[config.mk]
export PLATFORM = sky130hd
export DESIGN_NAME = binarize_threshold_ctrl_flat
export DESIGN_NICKNAME = d
export VERILOG_FILES = /design/src/rtl/binarize_threshold_ctrl_if.sv /design/src/rtl/binarize_threshold_ctrl.sv /design/src/flat_wrapper.sv
export SDC_FILE = /design/constraint.sdc
export NUM_CORES = 1
export LEC_CHECK = 0
export BUFFER_PORTS_ARGS = -buffer_cell sky130_fd_sc_hd__clkbuf_2
export CAP_MARGIN = 0
export CORE_MARGIN = 2
export CORE_UTILIZATION = 50
export CTS_CLUSTER_SIZE = 8
export DETAILED_ROUTE_END_ITERATION = 8
export PLACE_DENSITY = 0.65
export RECOVER_POWER = 50
export SETUP_SLACK_MARGIN = 0.05
export SYNTH_ARGS = -nofsm -noshare
export SYNTH_HDL_FRONTEND = slang
export SYNTH_SLANG_ARGS = --single-unit
[constraint.sdc]
create_clock -name iCLK -period 4.3 [get_ports iCLK]
set_input_delay 0.43 -clock iCLK [delete_from_list [all_inputs] [get_ports iCLK]]
set_output_delay 0.43 -clock iCLK [all_outputs]
set_load 0.02 [all_outputs]
[src/rtl/binarize_threshold_ctrl_if.sv]
// Pixel/frame bus between the video front end and the threshold controller.
// Latency: none (wires only); the controller registers every output it drives.
// Backpressure: none; pixels are accepted whenever iDVAL is high.
//
// Signals:
//   iFrameStart / iFrameEnd  one-cycle frame delimiters
//   iDVAL, iRed/iGreen/iBlue pixel valid and colour samples
//   iManual, iManualTh       manual threshold override
//   oThreshold, oThValid     threshold to binarizer and computed-update strobe
//   oBusy                    measurement or division in progress
// Modports: master = video source / test driver, slave = controller.
interface binarize_threshold_ctrl_if #(
   parameter int DATA_W = 12
) ();
   logic              iFrameStart;
   logic              iFrameEnd;
   logic              iDVAL;
   logic [DATA_W-1:0] iRed;
   logic [DATA_W-1:0] iGreen;
   logic [DATA_W-1:0] iBlue;
   logic              iManual;
   logic [DATA_W-1:0] iManualTh;
   logic [DATA_W-1:0] oThreshold;
   logic              oThValid;
   logic              oBusy;

   modport master (
      output iFrameStart, iFrameEnd, iDVAL, iRed, iGreen, iBlue, iManual, iManualTh,
      input  oThreshold, oThValid, oBusy
   );

   modport slave (
      input  iFrameStart, iFrameEnd, iDVAL, iRed, iGreen, iBlue, iManual, iManualTh,
      output oThreshold, oThValid, oBusy
   );
endinterface

[src/rtl/binarize_threshold_ctrl.sv]
// Per-frame threshold controller: mean luma of a frame -> clamped 12-bit binarizer threshold.
// Latency: computed threshold lands DATA_W+CNT_W+2 clocks after the iFrameEnd edge; manual 1 clock.
// Backpressure: none; frames starting while dividing are simply not measured.
//
// Ports:
//   iCLK    clock
//   iRST_n  asynchronous active-low reset
//   bus     binarize_threshold_ctrl_if.slave (frame delimiters, pixels, manual override,
//           oThreshold / oThValid / oBusy)
// Build option: define THRESH_IIR_EN to smooth updates as 3/4 previous + 1/4 measured.
module binarize_threshold_ctrl #(
   parameter int DATA_W     = 12,
   parameter int CNT_W      = 20,
   parameter int DEFAULT_TH = 2048,
   parameter int MIN_PIX    = 1024,
   parameter int TH_MIN     = 256,
   parameter int TH_MAX     = 3840
) (
   input logic                    iCLK,
   input logic                    iRST_n,
   binarize_threshold_ctrl_if.slave bus
);

   localparam int SUM_W  = DATA_W + CNT_W;
   localparam int STEP_W = $clog2(SUM_W + 1);

   localparam logic [CNT_W-1:0]  CNT_MAX   = '1;
   localparam logic [CNT_W-1:0]  MIN_PIX_C = CNT_W'(MIN_PIX);
   localparam logic [SUM_W-1:0]  TH_MIN_W  = SUM_W'(TH_MIN);
   localparam logic [SUM_W-1:0]  TH_MAX_W  = SUM_W'(TH_MAX);
   localparam logic [STEP_W-1:0] LAST_STEP = STEP_W'(SUM_W);

   typedef enum logic [1:0] {
      IDLE   = 2'd0,
      ACCUM  = 2'd1,
      DIVIDE = 2'd2,
      UPDATE = 2'd3
   } state_t;

   state_t            state;
   // sum doubles as the dividend/quotient shift register while dividing
   logic [SUM_W-1:0]  sum;
   logic [CNT_W-1:0]  count;
   logic [CNT_W-1:0]  rem;
   logic [STEP_W-1:0] divStep;

   // luma = (R + 2G + B) >> 2 with two guard bits for the intermediate sum
   logic [DATA_W+1:0] lumaSum;
   logic [DATA_W-1:0] luma;

   assign lumaSum = {2'b00, bus.iRed} + {1'b0, bus.iGreen, 1'b0} + {2'b00, bus.iBlue};
   assign luma    = DATA_W'(lumaSum >> 2);

   // One restoring-division step: shift the next dividend bit into the remainder
   logic [CNT_W:0] remShift;
   logic [CNT_W:0] divisorExt;
   logic           remGeq;

   assign remShift   = {rem, sum[SUM_W-1]};
   assign divisorExt = {1'b0, count};
   assign remGeq     = (remShift >= divisorExt);

   // Candidate threshold from the finished quotient (held in sum during UPDATE)
   logic [SUM_W-1:0]  cand;
   logic [DATA_W-1:0] newTh;

`ifdef THRESH_IIR_EN
   // History is whatever is on oThreshold, including a manual value
   assign cand = SUM_W'(bus.oThreshold) - SUM_W'(bus.oThreshold >> 2) + (sum >> 2);
`else
   assign cand = sum;
`endif

   assign newTh = (cand < TH_MIN_W) ? DATA_W'(TH_MIN) :
                  (cand > TH_MAX_W) ? DATA_W'(TH_MAX) :
                  cand[DATA_W-1:0];

   always_ff @(posedge iCLK or negedge iRST_n) begin
      if (!iRST_n) begin
         state          <= IDLE;
         sum            <= '0;
         count          <= '0;
         rem            <= '0;
         divStep        <= '0;
         bus.oThreshold <= DATA_W'(DEFAULT_TH);
         bus.oThValid   <= 1'b0;
         bus.oBusy      <= 1'b0;
      end else begin
         bus.oThValid <= 1'b0;

         case (state)
            IDLE: begin
               if (bus.iFrameStart) begin
                  state     <= ACCUM;
                  bus.oBusy <= 1'b1;
                  // a pixel on the start cycle is the first one counted
                  sum       <= bus.iDVAL ? SUM_W'(luma) : '0;
                  count     <= bus.iDVAL ? CNT_W'(1) : '0;
               end
            end

            ACCUM: begin
               if (bus.iFrameStart) begin
                  sum   <= bus.iDVAL ? SUM_W'(luma) : '0;
                  count <= bus.iDVAL ? CNT_W'(1) : '0;
               end else if (bus.iDVAL && (count != CNT_MAX)) begin
                  // once count saturates, sum freezes too so the mean stays bounded
                  sum   <= sum + SUM_W'(luma);
                  count <= count + CNT_W'(1);
               end
               if (bus.iFrameEnd) begin
                  state   <= DIVIDE;
                  divStep <= '0;
               end
            end

            DIVIDE: begin
               if (divStep == '0) begin
                  // first DIVIDE cycle: reject short frames, otherwise arm the divider
                  if (count < MIN_PIX_C) begin
                     state     <= IDLE;
                     bus.oBusy <= 1'b0;
                  end else begin
                     rem     <= '0;
                     divStep <= STEP_W'(1);
                  end
               end else begin
                  sum <= {sum[SUM_W-2:0], remGeq};
                  rem <= remGeq ? CNT_W'(remShift - divisorExt) : remShift[CNT_W-1:0];
                  if (divStep == LAST_STEP) begin
                     state     <= UPDATE;
                     bus.oBusy <= 1'b0;
                  end else begin
                     divStep <= divStep + STEP_W'(1);
                  end
               end
            end

            UPDATE: begin
               state <= IDLE;
               if (!bus.iManual) begin
                  bus.oThreshold <= newTh;
                  bus.oThValid   <= 1'b1;
               end
            end

            default: begin
               state     <= IDLE;
               bus.oBusy <= 1'b0;
            end
         endcase

         // manual override wins over any computed result on the same edge
         if (bus.iManual) begin
            bus.oThreshold <= bus.iManualTh;
         end
      end
   end

endmodule

[src/flat_wrapper.sv]
// flat-port wrapper written by rule: the top's interface ports become plain ports
module binarize_threshold_ctrl_flat 
#(
   parameter int DATA_W     = 12,
   parameter int CNT_W      = 20,
   parameter int DEFAULT_TH = 2048,
   parameter int MIN_PIX    = 1024,
   parameter int TH_MIN     = 256,
   parameter int TH_MAX     = 3840
)
  (iCLK, iRST_n, bus_iFrameStart, bus_iFrameEnd, bus_iDVAL, bus_iRed, bus_iGreen, bus_iBlue, bus_iManual, bus_iManualTh, bus_oThreshold, bus_oThValid, bus_oBusy);
  binarize_threshold_ctrl_if #(.DATA_W(DATA_W)) bus_i ();
  input logic iCLK;
  input logic iRST_n;
  input wire logic [$bits(bus_i.iFrameStart)-1:0] bus_iFrameStart;
  input wire logic [$bits(bus_i.iFrameEnd)-1:0] bus_iFrameEnd;
  input wire logic [$bits(bus_i.iDVAL)-1:0] bus_iDVAL;
  input wire logic [$bits(bus_i.iRed)-1:0] bus_iRed;
  input wire logic [$bits(bus_i.iGreen)-1:0] bus_iGreen;
  input wire logic [$bits(bus_i.iBlue)-1:0] bus_iBlue;
  input wire logic [$bits(bus_i.iManual)-1:0] bus_iManual;
  input wire logic [$bits(bus_i.iManualTh)-1:0] bus_iManualTh;
  output wire logic [$bits(bus_i.oThreshold)-1:0] bus_oThreshold;
  output wire logic [$bits(bus_i.oThValid)-1:0] bus_oThValid;
  output wire logic [$bits(bus_i.oBusy)-1:0] bus_oBusy;
  assign bus_i.iFrameStart = bus_iFrameStart;
  assign bus_i.iFrameEnd = bus_iFrameEnd;
  assign bus_i.iDVAL = bus_iDVAL;
  assign bus_i.iRed = bus_iRed;
  assign bus_i.iGreen = bus_iGreen;
  assign bus_i.iBlue = bus_iBlue;
  assign bus_i.iManual = bus_iManual;
  assign bus_i.iManualTh = bus_iManualTh;
  assign bus_oThreshold = bus_i.oThreshold;
  assign bus_oThValid = bus_i.oThValid;
  assign bus_oBusy = bus_i.oBusy;
  binarize_threshold_ctrl #(.DATA_W(DATA_W), .CNT_W(CNT_W), .DEFAULT_TH(DEFAULT_TH), .MIN_PIX(MIN_PIX), .TH_MIN(TH_MIN), .TH_MAX(TH_MAX)) u_core (.iCLK(iCLK), .iRST_n(iRST_n), .bus(bus_i));
endmodule
**Word level (Yosys, flattened, before mapping)**

Cells that the tools add are included.

- Shifts and indexed selects: 0
- $mul: 0
- Divide/modulo/power cells: 0
- Muxes and demuxes: 36
- Add/sub/neg operators: 6
- Bitwise logic cells: 0
- Equal/unequal tests: 14
- Magnitude comparators: 4
- Reduce and logical (&&, ||, !) cells: 14

Operators by type and width:

| operator | count |
|---|---|
| $mux W32 | 4 |
| $mux W20 | 6 |
| $pmux W32 S3 | 1 |
| $mux W12 | 5 |
| $pmux W20 S2 | 1 |
| $add A32 B12 Y32 | 1 |
| $gt A32 B12 Y1 const B | 1 |
| $lt A32 B9 Y1 const B | 1 |
| $mux W6 | 4 |
| $ge A21 B20 Y1 | 1 |
| $add A20 B1 Y20 const B | 1 |
| $lt A20 B11 Y1 const B | 1 |
| $ne A20 B20 Y1 const B | 1 |
| $sub A20 B20 Y20 | 1 |
| $reduce_and A4 Y1 | 4 |
| $add A12 B13 Y14 | 1 |
| $add A14 B12 Y14 | 1 |
| $pmux W6 S2 | 1 |
| $mux W2 | 5 |
| $ne A2 B2 Y1 const B | 4 |
| $pmux W2 S4 | 1 |
| $reduce_bool A2 Y1 | 4 |
| $mux W1 | 7 |
| $add A6 B1 Y6 const B | 1 |
| other kinds (13) | 16 |

- Bits in registers: 94
- Output and inout bits: 14
- Input bits: 54
- Bits in latches: 0
- Bits in read-only memories: 0
- Memories kept: 0
- Bits in writable memories: 0

**Logic depth before layout (Yosys ltp)**

Gate-level depths: netlist (run 1).

- Depth after elaboration: 6
- Gate-level depth with buffers: 20
- Gate-level depth less buffers: 19

**Worst setup path before layout (run 1)**

OpenSTA, ideal clock, no wires.

- Kind: input to register
- Start point: in bus_iBlue[1]
- End point: reg u_core.sum[31], in the netlist u_core.cand[31]
- Setup time: 0.131 ns
- Stages: 19
- Arrival: 4.310 ns
- Setup slack: -0.141 ns
- Required time: 4.169 ns
- Cell sequence: inv_1 -> fa_1 -> nand3b_1 -> fa_1 -> inv_1 -> a21o_1 -> and4_1 -> o31ai_1 -> o21ai_0 -> xor2_1 -> ha_1 -> nand4_1 -> o31ai_1 -> a21oi_1 -> or2_2 -> clkbuf_1 -> nor4_1 -> o21ai_0 -> o2bb2ai_1

- Longest elaborated chain between the ends: 5

Ends and longest elaborated chain:

| what | line | text |
|---|---|---|
| start, declared | flat_wrapper.sv:20 | `input wire logic [$bits(bus_i.iBlue)-1:0] bus_iBlue;` |
| $add A14 B12 Y14 | binarize_threshold_ctrl.sv:51 | `assign lumaSum = {2'b00, bus.iRed} + {1'b0, bus.iGreen, 1'b0} + {2'b00, bus.iBlue};` |
| $add A32 B12 Y32 | binarize_threshold_ctrl.sv:108 | `sum <= sum + SUM_W'(luma);` |
| $mux W32 | binarize_threshold_ctrl.sv:106 | `end else if (bus.iDVAL && (count != CNT_MAX)) begin` |
| $mux W32 | binarize_threshold_ctrl.sv:103 | `if (bus.iFrameStart) begin` |
| $pmux W32 S3 | binarize_threshold_ctrl.sv:91 | `case (state)` |
| end signal, assigned | binarize_threshold_ctrl.sv:97 | `sum <= bus.iDVAL ? SUM_W'(luma) : '0;` |
| end signal, assigned | binarize_threshold_ctrl.sv:104 | `sum <= bus.iDVAL ? SUM_W'(luma) : '0;` |
| end signal, assigned | binarize_threshold_ctrl.sv:108 |  |
| end, declared | binarize_threshold_ctrl.sv:42 | `logic [SUM_W-1:0] sum;` |

Every way passes these cells. The select of a mux whose other input is x is not followed.
A chain may end at the register's enable or synchronous reset.

**Worst setup path in the final report (run 1)**

- Start point: in bus_iBlue[1]
- End point: reg u_core.sum[19], in the netlist u_core.cand[19]

The elaborated chain is that of the path after synthesis.

==> parameters.txt, run 1 <==
Parameter                              Value

Yosys
  Share of synthesized cell area in full adder, half adder and majority cells    around 12%
  Xor/xnor share of the synthesized area    5.69%
  Count of flip-flops with a built-in enable after synthesis    0
  Most used standard cell by instance count after synthesis    nand2_1
  Synth Area in Compound Gates    about a quarter
  Total number of yosys warnings    0
  Leading area contributor after synthesis    dfrtp_1
  Top cell type's share of synthesized area    31.5%
  Primary FF master, synth    dfrtp_1
  Netlist Area Pre-Place    between 0.007 and 0.008 mm²
  Synth Area per Inst    8.31 µm²
  Synthesized instance count    888
  Synthesized Nets    1006
  Library cells used by synthesis    around 70
  Combinational family with the most area after synthesis    compound AO/OA/AOI/OAI gates
  Mux cell area share after synthesis    1.90%
  Basic-gate share of the synthesized area counting and, or, nand and nor cells    between 15 and 20%
  Most area-consuming cells after synthesis    dfrtp_1 (32%), ha_1 (8.5%), o21ai_0 (6.4%), nand2_1 (5.4%), xnor2_1 (3.9%)
  Async S/R FF share, synth    100%
  Sequential share of the synthesized area    31.9%
  Register bit count reported by yosys    94
  Post-synth top cells    nand2_1 (107), o21ai_0 (94), dfrtp_1 (93), nor2_1 (69), ha_1 (50)

STA
  Aggregate negative setup slack    0 ps
  Hold violation count in the final report    0
  Setup repair after global routing missed its margin    true
  Worst Hold Slack    282 ps
  Worst relative slew slack    -24.8%
  Ratio of final minimum period to clock period    between 90% and 100%
  Finish-stage setup viols    0
  Highest clock rate    around 250 MHz
  Clock Skew    9.20 ps
  Time the final worst path needs with I/O delays and setup    4070 ps
  Slew at the pin closest to its max-slew limit    1870 ps
  Number of pins exceeding their max-slew limit in the final report    73

Placement
  Hpwl dp    15100 µm
  Number of placed instances, taps included    approximately 1200
  RD Place Congestion    slightly below 1
  Port Buf Inserts    67

Die
  Initial Utilization    between 50% and 60%
  FP Rows    44
  Die Outline Area    approximately 0.016 mm²
  Die Width    between 100 and 150 µm
  Io pins    68
  Die extent in y    126 µm
  Core footprint    0.0145 mm²

Cells and area
  Post-Layout Cell Count    ~1200
  Final Net Count    1108
  Diodes inserted    0
  Number of inserted filler cells in the final layout    1287
  Fraction of layout cells with a size suffix above 1    17.4%
  Growth of design area from synthesis to finish    18.5%

Run status
  Failing checks    max-capacitance violations, max-slew violations
  Run status    finished, violations left

Routing
  Initial drt markers    ~500
  Wirelength, routed    20500 µm
  Vias    7185
  Post-DR wirelength/cell    17.4 µm
  Number of antenna-violating nets in the routed design    0
  Number of vias per cell after detailed routing    slightly above 6
  DRT Pass-1 Iters    6
  Residual DRC    0

Clock tree
  Clock tree from TritonCTS    done
  Deepest clock path buffer count    2
  Register clock-pin slew on the reported worst setup and hold paths    70 ps
  Number of buffers added by the clock tree synthesis step    9
  CTS root buffer    clkbuf_16
  Quantity of hold-fixing buffers added after cts    0
  Level count of the clock H-tree    3
  Number of clock sinks    94
  Worst-skew pair later-pin latency    350 ps

Critical path
  Max FO, Critical Path    4
  Cell count of the worst reg-to-reg path    12
  Launching element type of the critical path    input port
  Critical path capture point    u_core.cand[19]$_DFFE_PN0P_
  CP Capture Type    flop
  Source of the worst register-to-register timing path    u_core.count[1]$_DFFE_PN0P_
  Flop2flop setup slack    1020 ps
  R2R Path End    u_core.rem[13]$_DFFE_PN0P_
  Critical Setup Path Class    input port to flop
  Req. time, crit path    4530 ps
  Critical path launch point    bus_iBlue[1]
  Crit path arrival time    4310 ps

Min path
  Type of the worst min-delay path    input port to flop

GRT
  Combined global-route utilization of all metal layers    26.2%
  Pin count of the biggest net entering global routing    73
  Overflow after GRT    0
  Number of global-route vias before repair    between 7000 and 8000
  Initial antenna violation count    0
  Global-route wire length before repair    34200 µm

Job
  Maxcap violations    1

Power
  Power density of the placed cells    719 mW/mm²
  Worst-case vdd ir drop    0.000348 V
  Cell leakage power    3.92 nW
-- repair_timing --
action	in CTS	in global routing
gates resized for setup	0	24
setup endpoints to repair	0	23
setup buffers	0	6
-- cells in the final DEF (no fill, tap or decap), types with 13 or more instances in the layout --
cell,instances
nor4_1,13
clkbuf_2,61
nor2_1,69
mux2i_1,14
a21o_1,14
nand2_1,107
nor3_1,25
o21ai_0,92
xor2_1,14
nand3_1,26
buf_4,60
dfrtp_1,93
a21oi_1,42
nand4_1,16
a22oi_1,14
xnor2_1,33
inv_1,47
fa_1,13
ha_1,49
-- worst min path at each step --
stage | start | end | slack, ps | cells after the start
4_1_cts | iRST_n | u_core.rem[5]$_DFFE_PN0P_ | 260 | 1
5_1_grt | bus_iManualTh[8] | u_core.bus.oThreshold[8]$_DFFE_PN0P_ | 300 | 3
3_5_place_dp | u_core.bus.oThreshold[6]$_DFFE_PN0P_ | u_core.bus.oThreshold[6]$_DFFE_PN0P_ | 490 | 2
6_report | bus_iManualTh[9] | u_core.bus.oThreshold[9]$_DFFE_PN0P_ | 280 | 3
2_1_floorplan | iRST_n | u_core.bus.oBusy$_DFFE_PN0P_ | 130 | 0
3_3_place_gp | u_core.bus.oThreshold[5]$_DFFE_PN0P_ | u_core.bus.oThreshold[5]$_DFFE_PN0P_ | 480 | 2
-- state kept, by name, indices dropped and copies added (netlist names) --
signal and flops:
u_core.count 20, u_core.cand 32, u_core.state 2, u_core.divStep 6
u_core.bus.oThreshold 12, u_core.bus.oThValid 1, u_core.rem 20, u_core.bus.oBusy 1
-- report_power, final --
group          total (mW)  internal, mW  switching [mW]  leakage (nW)
clock               0.922         0.560           0.363         0.169
sequential           1.28          1.08           0.208          1.25
combinational        4.08          1.73            2.35          2.50
total                6.29          3.36            2.92          3.92
-- cell type report --
class	instances	area (µm²)	area share [%]
flip-flops and latches	94	2350	26.9
multi-input cells	710	4860	55.6
clock buffers	12	267	3.05
repair buffers	128	782	8.94
clock inverters	4	77.6	0.887
well taps	184	230	2.63
inverters	47	176	2.02
-- worst max-delay path, cell delays in order --
cell and delay, ps:
clkbuf_2 80, inv_1 50, fa_1 460, nand3b_1 210, buf_4 160, o21a_1 180, or3_4 410, a31oi_2 180
nor2_1 70, xnor2_1 220, ha_1 310, a21o_1 230, a311oi_4 340, o31ai_2 130, a21oi_2 240, buf_4 160
or3_4 130, nor3_2 40, a311o_1 290
-- metal layers --
| layer | vias up | share of wire [%] | GRT usage (%) |
|---|---|---|---|
| met5 | - | 0 | 0 |
| met4 | 0 | 2.1 | 10.4 |
| li1 | 3447 | - | - |
| met1 | 3471 | 44 | 33.9 |
| met2 | 229 | 50 | 44.2 |
| met3 | 38 | 4.8 | 3.89 |
-- stage by stage --
stage	worst slack (ps)	total power [mW]	utilization [%]	area (µm²)
2_1_floorplan	59.2	4.01	-	7400
3_3_place_gp	-184	5.10	56.9	8230
3_5_place_dp	-270	5.19	56.9	8230
4_1_cts	98.7	6.13	59.2	8580
5_1_grt	-24.7	6.78	60.4	8750
6_report	225	6.29	60.4	8750
-- logic make-up after synthesis --
| kind of cell | count (synthesis) |
|---|---|
| AOI/OAI and AO/OA | 273 |
| muxes | 14 |
| buffers and inverters | 84 |
| xor gates and xnor gates | 48 |
| adders and majority gates | 64 |
| and+or+nand+nor | 311 |
| DFF | 94 |
Power figures use the tool's default switching activity.
==> run 2, diff against run 1 <==
- CORE_MARGIN: 2 -> 5
- clock period: 4.3 -> 5.2 ns (I/O delays scaled with it)
==> run 2 against run 1 <==
  * The flow still finishes with violations (max-capacitance violations, max-slew violations)
  * Via count decreased by 5.4%
  * Critical path depth is 1 lower
  * Register-to-register slack gained 940 ps
==> parameters.txt, run 2 (same netlist as run 1, synthesis figures left out) <==
Parameter                              Value

Cells and area
  Diodes inserted    0
  Final Net Count    1057
  Fraction of layout cells with a size suffix above 1    a little under a tenth
  Highest-count cells in the layout ignoring fill and taps    nand2_1 (107), o21ai_0 (93), dfrtp_1 (93)
  Max reg flops    32
  Most common library cell in the layout ignoring fill and taps    nand2_1
  Multi-input gate area    0.00471 mm²
  Growth of design area from synthesis to finish    10.2%
  Number of inserted filler cells in the final layout    about 1500
  Storage element area    0.00235 mm²
  Fraction of the core area covered by cells at the end of the flow    56.0%

Clock tree
  Level count of the clock H-tree    3
  CTS root buffer    clkbuf_16
  Number of gates resized after cts    0
  Deepest clock path buffer count    2
  Worst-skew pair later-pin latency    ~350 ps
  Number of clock sinks    94
  Register clock-pin slew on the reported worst setup and hold paths    70 ps
  Clock tree from TritonCTS    done
  Number of buffers added by the clock tree synthesis step    9
  Postcts setup bufs    0
  Quantity of hold-fixing buffers added after cts    0

Die
  Initial Utilization    50.8%
  Core footprint    0.0145 mm²
  Die Outline Area    0.0173 mm²
  Die extent in y    132 µm
  Io pins    68
  Die Width    about 130 µm
  FP Rows    44

Critical path
  Launching element type of the critical path    input port
  Crit path arrival time    4800 ps
  CP Capture Type    flop
  Cell count of the worst reg-to-reg path    9
  Req. time, crit path    5490 ps
  Max FO, Critical Path    5
  Critical Setup Path Class    input port to flop

GRT
  Pin count of the biggest net entering global routing    55
  Overflow after GRT    0
  Number of global-route vias before repair    6580
  Initial antenna violation count    0
  Global-route wire length before repair    32300 µm
  Combined global-route utilization of all metal layers    22.1%

Placement
  RD Place Congestion    roughly 0.96
  Worst setup slack before clock tree synthesis    303 ps
  Port Buf Inserts    67
  Hpwl dp    around 14000 µm

STA
  Clock Skew    8.36 ps
  Number of pins exceeding their max-slew limit in the final report    42
  Finish-stage setup viols    0
  Final setup slack of the worst path    ~690 ps
  Aggregate negative setup slack    0 ps
  Setup repair after global routing missed its margin    false
  Hold violation count in the final report    0
  Slew at the pin closest to its max-slew limit    2240 ps
  Highest clock rate    222 MHz
  Worst Hold Slack    363 ps
  Ratio of final minimum period to clock period    86.7%
  Worst relative slew slack    -49.4%
  Time the final worst path needs with I/O delays and setup    4510 ps

Min path
  Count of cells along the worst hold path    3
  Type of the worst min-delay path    input port to flop

Routing
  Number of vias per cell after detailed routing    ~6.0
  Post-DR wirelength/cell    around 17 µm
  DRT Pass-1 Iters    5
  Number of antenna-violating nets in the routed design    0
  Residual DRC    0
  Wirelength, routed    19000 µm
  Initial drt markers    481
  Vias    around 6800

Power
  Overall Power    4.65 mW
  Power density of the placed cells    571 mW/mm²
  Worst-case vdd ir drop    ~0.00031 V
  Cell leakage power    3.56 nW

Run status
  Run status    finished, violations left
  Failing checks    max-capacitance violations, max-slew violations

Job
  Maxcap violations    1
[run 2: where the power goes]
| part | switching (mW) | total (mW) | internal (mW) | leakage [nW] |
|---|---|---|---|---|
| Combinational | 1.79 | 2.96 | 1.17 | 2.19 |
| Clock | 0.286 | 0.638 | 0.352 | 0.130 |
| Sequential | 0.163 | 1.05 | 0.891 | 1.25 |
| Total | 2.24 | 4.65 | 2.41 | 3.56 |
[run 2: worst max-delay path, cell delays in order]
cell and delay (ps):
clkbuf_2 70, inv_1 40, fa_1 520, nand3b_1 170
fa_1 230, inv_1 50, a21o_1 180, and4_1 210
o31ai_1 350, o21ai_0 210, xor2_1 190, ha_1 390
nand4_1 170, o31ai_1 380, a21oi_1 160, or3_1 430
o41ai_1 290, a32o_1 230
[run 2: area by class of cell]
class | count | share of cell area, %
timing repair buffer | 77 | 4.80
clock inverter | 1 | 0.0923
inverter | 47 | 2.17
tap | 184 | 2.83
clock buffer | 15 | 3.29
sequential | 94 | 28.9
multi-input combinational | 710 | 57.9
[run 2: final timing paths]
kind,start,endpoint,slack (ps)
setup / recovery,bus_iBlue[1],u_core.cand[30]$_DFFE_PN0P_,690
hold / removal,bus_iManualTh[11],u_core.bus.oThreshold[11]$_DFFE_PN1P_,360
setup reg to reg,u_core.state[0]$_DFFE_PN0P_,u_core.cand[17]$_DFFE_PN0P_,1960
hold reg to reg,u_core.bus.oThreshold[6]$_DFFE_PN0P_,u_core.bus.oThreshold[6]$_DFFE_PN0P_,490
max in group asynchronous,iRST_n,u_core.bus.oThreshold[7]$_DFFE_PN0P_,2080
min in group asynchronous,iRST_n,u_core.rem[3]$_DFFE_PN0P_,820
[run 2: per-layer routing]
layer	up-vias	GRT usage, %	wire [µm]
met1	3238	29.2	8600
li1	3352	-	-
met3	26	3.29	827
met2	179	37.0	9180
met5	-	0	0
met4	0	7.54	383
[run 2: per-stage QoR]
step	instances	cell area [µm²]
floorplan	888	7380
global placement	1112	7880
detailed placement	1112	7880
CTS	1128	8160
global route	1128	8140
finish	1128	8140
